==> src/rtl/pulse_pacer.sv <==
// pulse_pacer
//   Sits in the source clock domain, directly upstream of a pulse
//   synchronizer. Event requests can arrive on any cycle and are held in a
//   saturating pending counter. They are re-emitted as single-cycle pulses
//   with at least MIN_GAP idle cycles after each one, so the synchronizer
//   never sees two pulses close enough to merge or lose one.
//
// Parameters
//   MIN_GAP   idle cycles forced after every pulse (>=1)
//   CNT_W     pending counter width; capacity 2**CNT_W-1
// Ports
//   clk_src    in   source domain clock
//   rst_n      in   asynchronous active-low reset
//   ev_in      in   event request, one event per high cycle
//   ovf_clr    in   single-cycle clear for the overflow flag
//   pulse_out  out  registered pulse, drives the synchronizer input
//   pending    out  events queued and not yet emitted
//   busy       out  FSM not idle or events still queued
//   overflow   out  sticky, set when an event had to be dropped
module pulse_pacer #(
  parameter int MIN_GAP = 3,
  parameter int CNT_W   = 4
) (
  input  logic             clk_src,
  input  logic             rst_n,
  input  logic             ev_in,
  input  logic             ovf_clr,
  output logic             pulse_out,
  output logic [CNT_W-1:0] pending,
  output logic             busy,
  output logic             overflow
);

  localparam int GAP_W = $clog2(MIN_GAP + 1);
  localparam logic [CNT_W-1:0] PEND_MAX = '1;
  localparam logic [GAP_W-1:0] GAP_LOAD = GAP_W'(MIN_GAP - 1);

  if (MIN_GAP < 1 || CNT_W < 1) begin : g_bad_param
    $error("pulse_pacer: MIN_GAP and CNT_W must both be >= 1");
  end

  typedef enum logic [1:0] {IDLE, PULSE, GAP} state_e;

  state_e             state_q, state_d;
  logic [GAP_W-1:0]   gap_q, gap_d;
  logic [CNT_W-1:0]   pending_q, pending_d;
  logic               pulse_q, pulse_d;
  logic               busy_q, busy_d;
  logic               ovf_q, ovf_d;

  logic issue_win;  // cycle in which a new pulse may be launched
  logic issue;
  logic dec;        // a pulse is launched this cycle
  logic inc;
  logic drop;

  always_comb begin
    issue_win = (state_q == IDLE) || ((state_q == GAP) && (gap_q == '0));
    issue     = (pending_q != '0) || ev_in;
    dec       = issue_win && issue;
    // Full queue only rejects the event when nothing leaves this cycle.
    drop      = ev_in && (pending_q == PEND_MAX) && !dec;
    inc       = ev_in && !drop;
  end

  // State register
  always_ff @(posedge clk_src or negedge rst_n) begin
    if (!rst_n) state_q <= IDLE;
    else        state_q <= state_d;
  end

  // Next state
  always_comb begin
    state_d = state_q;
    case (state_q)
      IDLE:    if (dec) state_d = PULSE;
      PULSE:   state_d = GAP;
      GAP:     if (gap_q == '0) state_d = dec ? PULSE : IDLE;
      default: state_d = IDLE;
    endcase
  end

  // Registered outputs and datapath next values
  always_comb begin
    gap_d = gap_q;
    if (state_q == PULSE)                      gap_d = GAP_LOAD;
    else if (state_q == GAP && gap_q != '0)    gap_d = gap_q - 1'b1;

    // inc and dec together cancel; drop guarantees no wrap at the top and
    // dec requires pending!=0 or ev_in, so no wrap at the bottom either.
    pending_d = pending_q + CNT_W'(inc) - CNT_W'(dec);

    if (drop)         ovf_d = 1'b1;
    else if (ovf_clr) ovf_d = 1'b0;
    else              ovf_d = ovf_q;

    pulse_d = (state_d == PULSE);
    busy_d  = (state_d != IDLE) || (pending_d != '0);
  end

  always_ff @(posedge clk_src or negedge rst_n) begin
    if (!rst_n) begin
      gap_q     <= '0;
      pending_q <= '0;
      pulse_q   <= 1'b0;
      busy_q    <= 1'b0;
      ovf_q     <= 1'b0;
    end else begin
      gap_q     <= gap_d;
      pending_q <= pending_d;
      pulse_q   <= pulse_d;
      busy_q    <= busy_d;
      ovf_q     <= ovf_d;
    end
  end

  assign pulse_out = pulse_q;
  assign pending   = pending_q;
  assign busy      = busy_q;
  assign overflow  = ovf_q;

endmodule

==> config.mk <==
export PLATFORM = sky130hd
export DESIGN_NAME = pulse_pacer
export DESIGN_NICKNAME = d
export VERILOG_FILES = /design/src/rtl/pulse_pacer.sv
export SDC_FILE = /design/constraint.sdc
export NUM_CORES = 1
export LEC_CHECK = 0
export CORE_AREA = 2 2 39 41
export CTS_CLUSTER_DIAMETER = 80
export DETAILED_ROUTE_END_ITERATION = 7
export DIE_AREA = 0 0 41 43
export PLACE_DENSITY = 0.72
export SYNTH_ARGS = -nofsm -noshare
export SYNTH_HDL_FRONTEND = slang
export SYNTH_SLANG_ARGS = --single-unit
==> constraint.sdc <==
create_clock -name clk_src -period 6.2 [get_ports clk_src]
set_clock_uncertainty 0.1 [all_clocks]
set_input_delay 0.93 -clock clk_src [delete_from_list [all_inputs] [get_ports clk_src]]
set_output_delay 0.93 -clock clk_src [all_outputs]
set_load 0.01 [all_outputs]
==> results.json, run 1 <==
{
  "clk_pin_slew_ns": 0.07,
  "final_layout_size_suffix_gt1_frac": 0.127,
  "grt_max_degree": 12,
  "synthTopCellsByCount": "11 x dfrtp_1, 9 x inv_1, 6 x ha_1",
  "hold_viol_final": 0,
  "grt_pass1_vias": 452,
  "holdPathEnd": "gap_q[0]$_DFFE_PN0P_",
  "dpl.hpwl_um": 924,
  "synth_nets": 69,
  "syn_inst": 58,
  "row_count": 14,
  "io_buffers": 10,
  "num_antenna_cells": 0,
  "synth_area_um2": 634,
  "dieArea_mm2": 0.00176,
  "grtUsageTotal": 0.161,
  "cts_sinks": 11,
  "r2r_cells": 11,
  "fill_cells": 134,
  "path_max_fanout": 6,
  "status": "complete, no violations",
  "reg2reg_from": "gap_q[0]$_DFFE_PN0P_",
  "min_path_type": "flip-flop to flip-flop",
  "num_vias": 464,
  "grt_overflow_total": 0,
  "cts_hold_buf": 0,
  "endpoint_kind": "flip-flop",
  "clkLatencyLatePin_ns": 0.26,
  "hold_ws_ns": 0.430,
  "tritoncts": "yes",
  "cts_inserted_buffers": 3,
  "fmax_ghz": 0.300,
  "synth_edf_count": 0,
  "setup_tns_ns": 0,
  "rsz0062_at_grt": "no",
  "tightest_slew_ns": 0.475,
  "viasPerCell": 5.33,
  "cp-start-kind": "primary input",
  "p_leak_nw": 0.363,
  "whs_path_depth": 1,
  "initial_core_util": 0.458,
  "grt_first_pass_wirelength_um": 1840,
  "irDropWorstVdd_mv": 0.345,
  "synth_top_cell_by_area": "dfrtp_1",
  "post_drt_wl_per_cell_um": 13.1,
  "drt_pass1_iterations": 4,
  "cts.path.max_buffers": 2,
  "fin_crit_ns": 3.33,
  "yosys-top-cells-area": "dfrtp_1 43%, ha_1 12%, inv_1 5.3%, a2111oi_4 4.3%, fa_1 3.2%",
  "die_h_um": 43,
  "netlist-cell-type-count": 26,
  "setup_viol": 0,
  "routed_wl_um": 1140,
  "antenna_found_initial": 0,
  "yosys_warnings": 0,
  "power_density_mw_per_mm2": 601,
  "fp.dieW_um": 41,
  "synth_top_area_frac": 0.434,
  "nets": 83,
  "gp_congestion": 0.737,
  "cts_resized": 0,
  "avgSynthCellArea_um2": 10.9,
  "rr_endpoint": "busy$_DFF_PN0_",
  "arrival_ns": 3.37,
  "ys_seq_area_frac": 0.434,
  "yosysMostFrequentCell": "dfrtp_1",
  "drt_drc_violations_left": 0,
  "cts_max_level": 1,
  "core_area_mm2": 0.00138,
  "ant_nets": 0,
  "pin_count": 11,
  "cts_setup_buffers": 0,
  "area_delta_synth_final_pct": 21.3,
  "hold_start": "gap_q[0]$_DFFE_PN0P_",
  "period_share": 0.538,
  "reg2reg_slack_ns": 3.36,
  "maxCapViolCount": 0,
  "required_ns": 6.23,
  "drt_iter0_drc": 5,
  "yosys_register_bits": 11,
  "cts_root_buf": "clkbuf_4",
  "slew_headroom": 0.682,
  "setup.worst_path.class": "primary input to flip-flop",
  "async_flop_share": 1.00,
  "finalMaxSlewViolations": 0,
  "ys.flop_type": "dfrtp_1"
}
-- power breakdown --
part	total, mW	switching [mW]	internal [mW]
sequential	0.138	0.0307	0.107
clock	0.0477	0.0229	0.0249
combinational	0.277	0.142	0.135
total	0.463	0.196	0.267
-- how the worst max path moves through the flow --
| stage | startpoint | slack [ns] | to | cells past startpoint |
|---|---|---|---|---|
| final | ev_in | 2.87 | busy$_DFF_PN0_ | 10 |
| after global routing | ev_in | 2.74 | busy$_DFF_PN0_ | 10 |
| after CTS | ev_in | 2.85 | busy$_DFF_PN0_ | 10 |
| after detailed placement | ev_in | 2.58 | busy$_DFF_PN0_ | 10 |
| after global placement | ev_in | 2.62 | busy$_DFF_PN0_ | 10 |
| after floorplan | ev_in | 3.38 | busy$_DFF_PN0_ | 9 |
-- placed cells by master (no fill, tap or decap), types with 2 or more instances in the layout --
master	instances
inv_2	2
or3_1	2
ha_1	6
a22o_1	2
nor2_1	3
clkdlybuf4s50_1	10
nand2b_1	2
dfrtp_1	11
clkbuf_4	3
o21ai_1	3
inv_1	9
a21o_1	2
-- flip-flops by register name, summed over array words and instances (netlist names) --
register and count:
pulse_out 1, gap_q 2, pending 4, busy 1, overflow 1, state_q 2
-- cell type report --
class	instances	area (µm²)	share of cell area
Inverter	11	41.3	0.0537
Tap cell	16	20.0	0.0260
Clock buffer	4	26.3	0.0341
Multi-Input combinational cell	35	307	0.398
Sequential cell	11	275	0.358
Timing Repair Buffer	10	100	0.130
-- metrics by stage --
step / utilization / total power [mW] / cells / area, µm² / setup slack [ns]
after floorplan: - / 0.337 / 58 / 634 / 3.38
after global placement: 0.537 / 0.408 / 83 / 743 / 2.62
after detailed placement: 0.537 / 0.421 / 83 / 743 / 2.58
after CTS: 0.556 / 0.470 / 87 / 769 / 2.85
after global routing: 0.556 / 0.509 / 87 / 769 / 2.74
final: 0.556 / 0.463 / 87 / 769 / 2.87
-- worst max-delay path, cell delays in order --
cell and delay, ns:
clkdlybuf4s50_1 0.58, nor4b_1 0.08, or3_4 0.37, o21ai_2 0.13, ha_1 0.18, inv_1 0.06
fa_1 0.40, xnor2_1 0.20, a2111oi_4 0.30, nand4_1 0.13
-- routing by layer --
layer | share of wire | GRT usage
met5 | 0 | 0
met4 | 0.032 | 0.100
met3 | 0.031 | 0.0419
met2 | 0.49 | 0.253
met1 | 0.45 | 0.183
-- logic make-up (layout without fill, tap and decap cells) --
logic type	count (synthesis)	in the layout	synth area share
AOI/OAI and AO/OA	12	12	0.166
xor gates and xnor gates	1	1	0.0138
buffers and inverters	12	25	0.0828
adders and majority gates	7	7	0.150
and+or+nand+nor	15	15	0.154
DFF	11	11	0.434
(Power assumes the default switching activity.)
==> run 2, diff against run 1 <==
==> constraint.sdc (replaced) <==
create_clock -name clk_src -period 3.21 [get_ports clk_src]
set_clock_uncertainty 0.1 [all_clocks]
set_input_delay 0.4815 -clock clk_src [delete_from_list [all_inputs] [get_ports clk_src]]
set_output_delay 0.4815 -clock clk_src [all_outputs]
set_load 0.01 [all_outputs]
==> run 2 against run 1 <==
  * Global-route usage grew 0.78 points
  * Largest power group unchanged
  * Largest cell class unchanged
  * Core utilization is 1.1 points higher
  * Final cell count rose by 2.3%
==> results.json, run 2 (synthesis gave the netlist of run 1 again) <==
{
  "grt_first_pass_wirelength_um": 1970,
  "cp_top_family": "adder cells",
  "fin_crit_ns": 2.76,
  "min_path_type": "flip-flop to flip-flop",
  "hold_viol_final": 0,
  "die_h_um": 43,
  "cts_resized": 0,
  "dieArea_mm2": 0.00176,
  "finalMaxSlewViolations": 0,
  "fin_util": 0.567,
  "status": "complete, no violations",
  "critPathBufInv": 2,
  "irDropWorstVdd_mv": 0.561,
  "final_layout_size_suffix_gt1_frac": 0.151,
  "pin_count": 11,
  "period_share": 0.859,
  "ant_nets": 0,
  "num_antenna_cells": 0,
  "grt_overflow_total": 0,
  "setup.worst_path.class": "flip-flop to flip-flop",
  "cts_root_buf": "clkbuf_4",
  "nets": 85,
  "drt_drc_violations_left": 0,
  "grt_max_degree": 12,
  "gp_congestion": 0.758,
  "slowest_delay_ns": 0.40,
  "endpoint_kind": "flip-flop",
  "post_drt_wl_per_cell_um": 12.9,
  "crit_chain": "inv_1 -> ha_1 -> nor2b_4 -> or3_4 -> o21ai_2 -> ha_1 -> inv_1 -> fa_1 -> xnor2_1 -> a2111oi_4 -> nand4_1",
  "clk_pin_slew_ns": 0.07,
  "path_max_fanout": 6,
  "required_ns": 3.26,
  "cts.path.max_buffers": 2,
  "core_area_mm2": 0.00138,
  "fmax_ghz": 0.362,
  "hold_ws_ns": 0.408,
  "fp.dieW_um": 41,
  "p_leak_nw": 0.373,
  "dp.cells": 85,
  "initial_core_util": 0.458,
  "arrival_ns": 2.81,
  "cp-start-kind": "flip-flop",
  "area_delta_synth_final_pct": 23.7,
  "drt_pass1_iterations": 3,
  "tritoncts": "yes",
  "num_vias": 452,
  "antenna_found_initial": 0,
  "setup_tns_ns": 0,
  "cts_hold_buf": 0,
  "io_buffers": 10,
  "grt_pass1_vias": 457,
  "rsz0062_at_grt": "no",
  "cts_setup_buffers": 0,
  "cts_inserted_buffers": 3,
  "cts_sinks": 11,
  "drt_iter0_drc": 6,
  "maxCapViolCount": 0,
  "critPathSlowestCell": "fa_1",
  "row_count": 14,
  "routed_wl_um": 1150,
  "dpl.hpwl_um": 900,
  "grtUsageTotal": 0.169,
  "preCtsSetupSlack_ns": 0.225,
  "cts_max_level": 1,
  "power_density_mw_per_mm2": 1150,
  "tightest_slew_ns": 0.507,
  "setup_viol": 0,
  "largest_reg_flops": 4,
  "mostFrequentLayoutCells": "11 x dfrtp_1, 10 x clkdlybuf4s50_1, 9 x inv_1",
  "final-instance-count-excl-fill": 89,
  "clkLatencyLatePin_ns": 0.27,
  "slew_headroom": 0.661,
  "worst_slack_ns": 0.451,
  "final_common_cell": "dfrtp_1",
  "viasPerCell": 5.08
}
run 2: changes by cell type in the layout (fill, tap and decap cells not counted):
cell   change
buf_4      +2
run 2: per-stage QoR:
step                      cell area [µm²]  power, mW
after CTS                             785      0.913
after detailed placement              758      0.814
after global placement                758      0.795
after floorplan                       634      0.651
final                                 785      0.902
after global routing                  785      0.995
run 2: area by class of cell:
type / instances / area [µm²]
multi-input combinational: 35 / 307
timing repair buffer: 12 / 115
sequential: 11 / 275
clock buffer: 4 / 26.3
fill: 139 / 599
tap: 16 / 20.0
inverter: 11 / 41.3
run 2: path summary, 6_finish.rpt:
kind / startpoint / endpoint / slack (ns) / depth (start not counted)
setup / recovery: gap_q[0]$_DFFE_PN0P_ / busy$_DFF_PN0_ / 0.45 / 11
hold / removal: state_q[1]$_DFF_PN0_ / gap_q[1]$_DFFE_PN0P_ / 0.41 / 1
setup reg to reg: gap_q[0]$_DFFE_PN0P_ / busy$_DFF_PN0_ / 0.45 / 11
hold reg to reg: state_q[1]$_DFF_PN0_ / gap_q[1]$_DFFE_PN0P_ / 0.41 / 1
max in group asynchronous: rst_n / gap_q[0]$_DFFE_PN0P_ / 2.23 / 1
min in group asynchronous: rst_n / state_q[1]$_DFF_PN0_ / 0.44 / 1
run 2: layer usage:
layer	vias up	part of all wire	global-route usage
li1	228	-	-
met1	213	0.47	0.215
met2	9	0.51	0.263
met3	2	0.018	0.0314
met4	0	0.0070	0.0800
met5	-	0	0
run 2: power by group:
part	switching, mW	internal, mW
clock network	0.0501	0.0481
logic	0.266	0.271
registers	0.0604	0.207
total	0.376	0.526
run 2: worst reg2reg max path, stage by stage, from the launching register on:
cell and delay (ns):
dfrtp_1 0.39, inv_1 0.09, ha_1 0.24, nor2b_4 0.09, or3_4 0.38, o21ai_2 0.12, ha_1 0.18, inv_1 0.06
fa_1 0.40, xnor2_1 0.19, a2111oi_4 0.29, nand4_1 0.12
==> run 3, diff against run 2 <==
--- a/config.mk
+++ b/config.mk
@@ -5,6 +5,7 @@
 export SDC_FILE = /design/constraint.sdc
 export NUM_CORES = 1
 export LEC_CHECK = 0
+export CAP_MARGIN = 10
 export CORE_AREA = 2 2 39 41
 export CTS_CLUSTER_DIAMETER = 80
 export DETAILED_ROUTE_END_ITERATION = 7
==> results of run 3 <==
Final layout, timing and power as in run 2 (identical DEF).
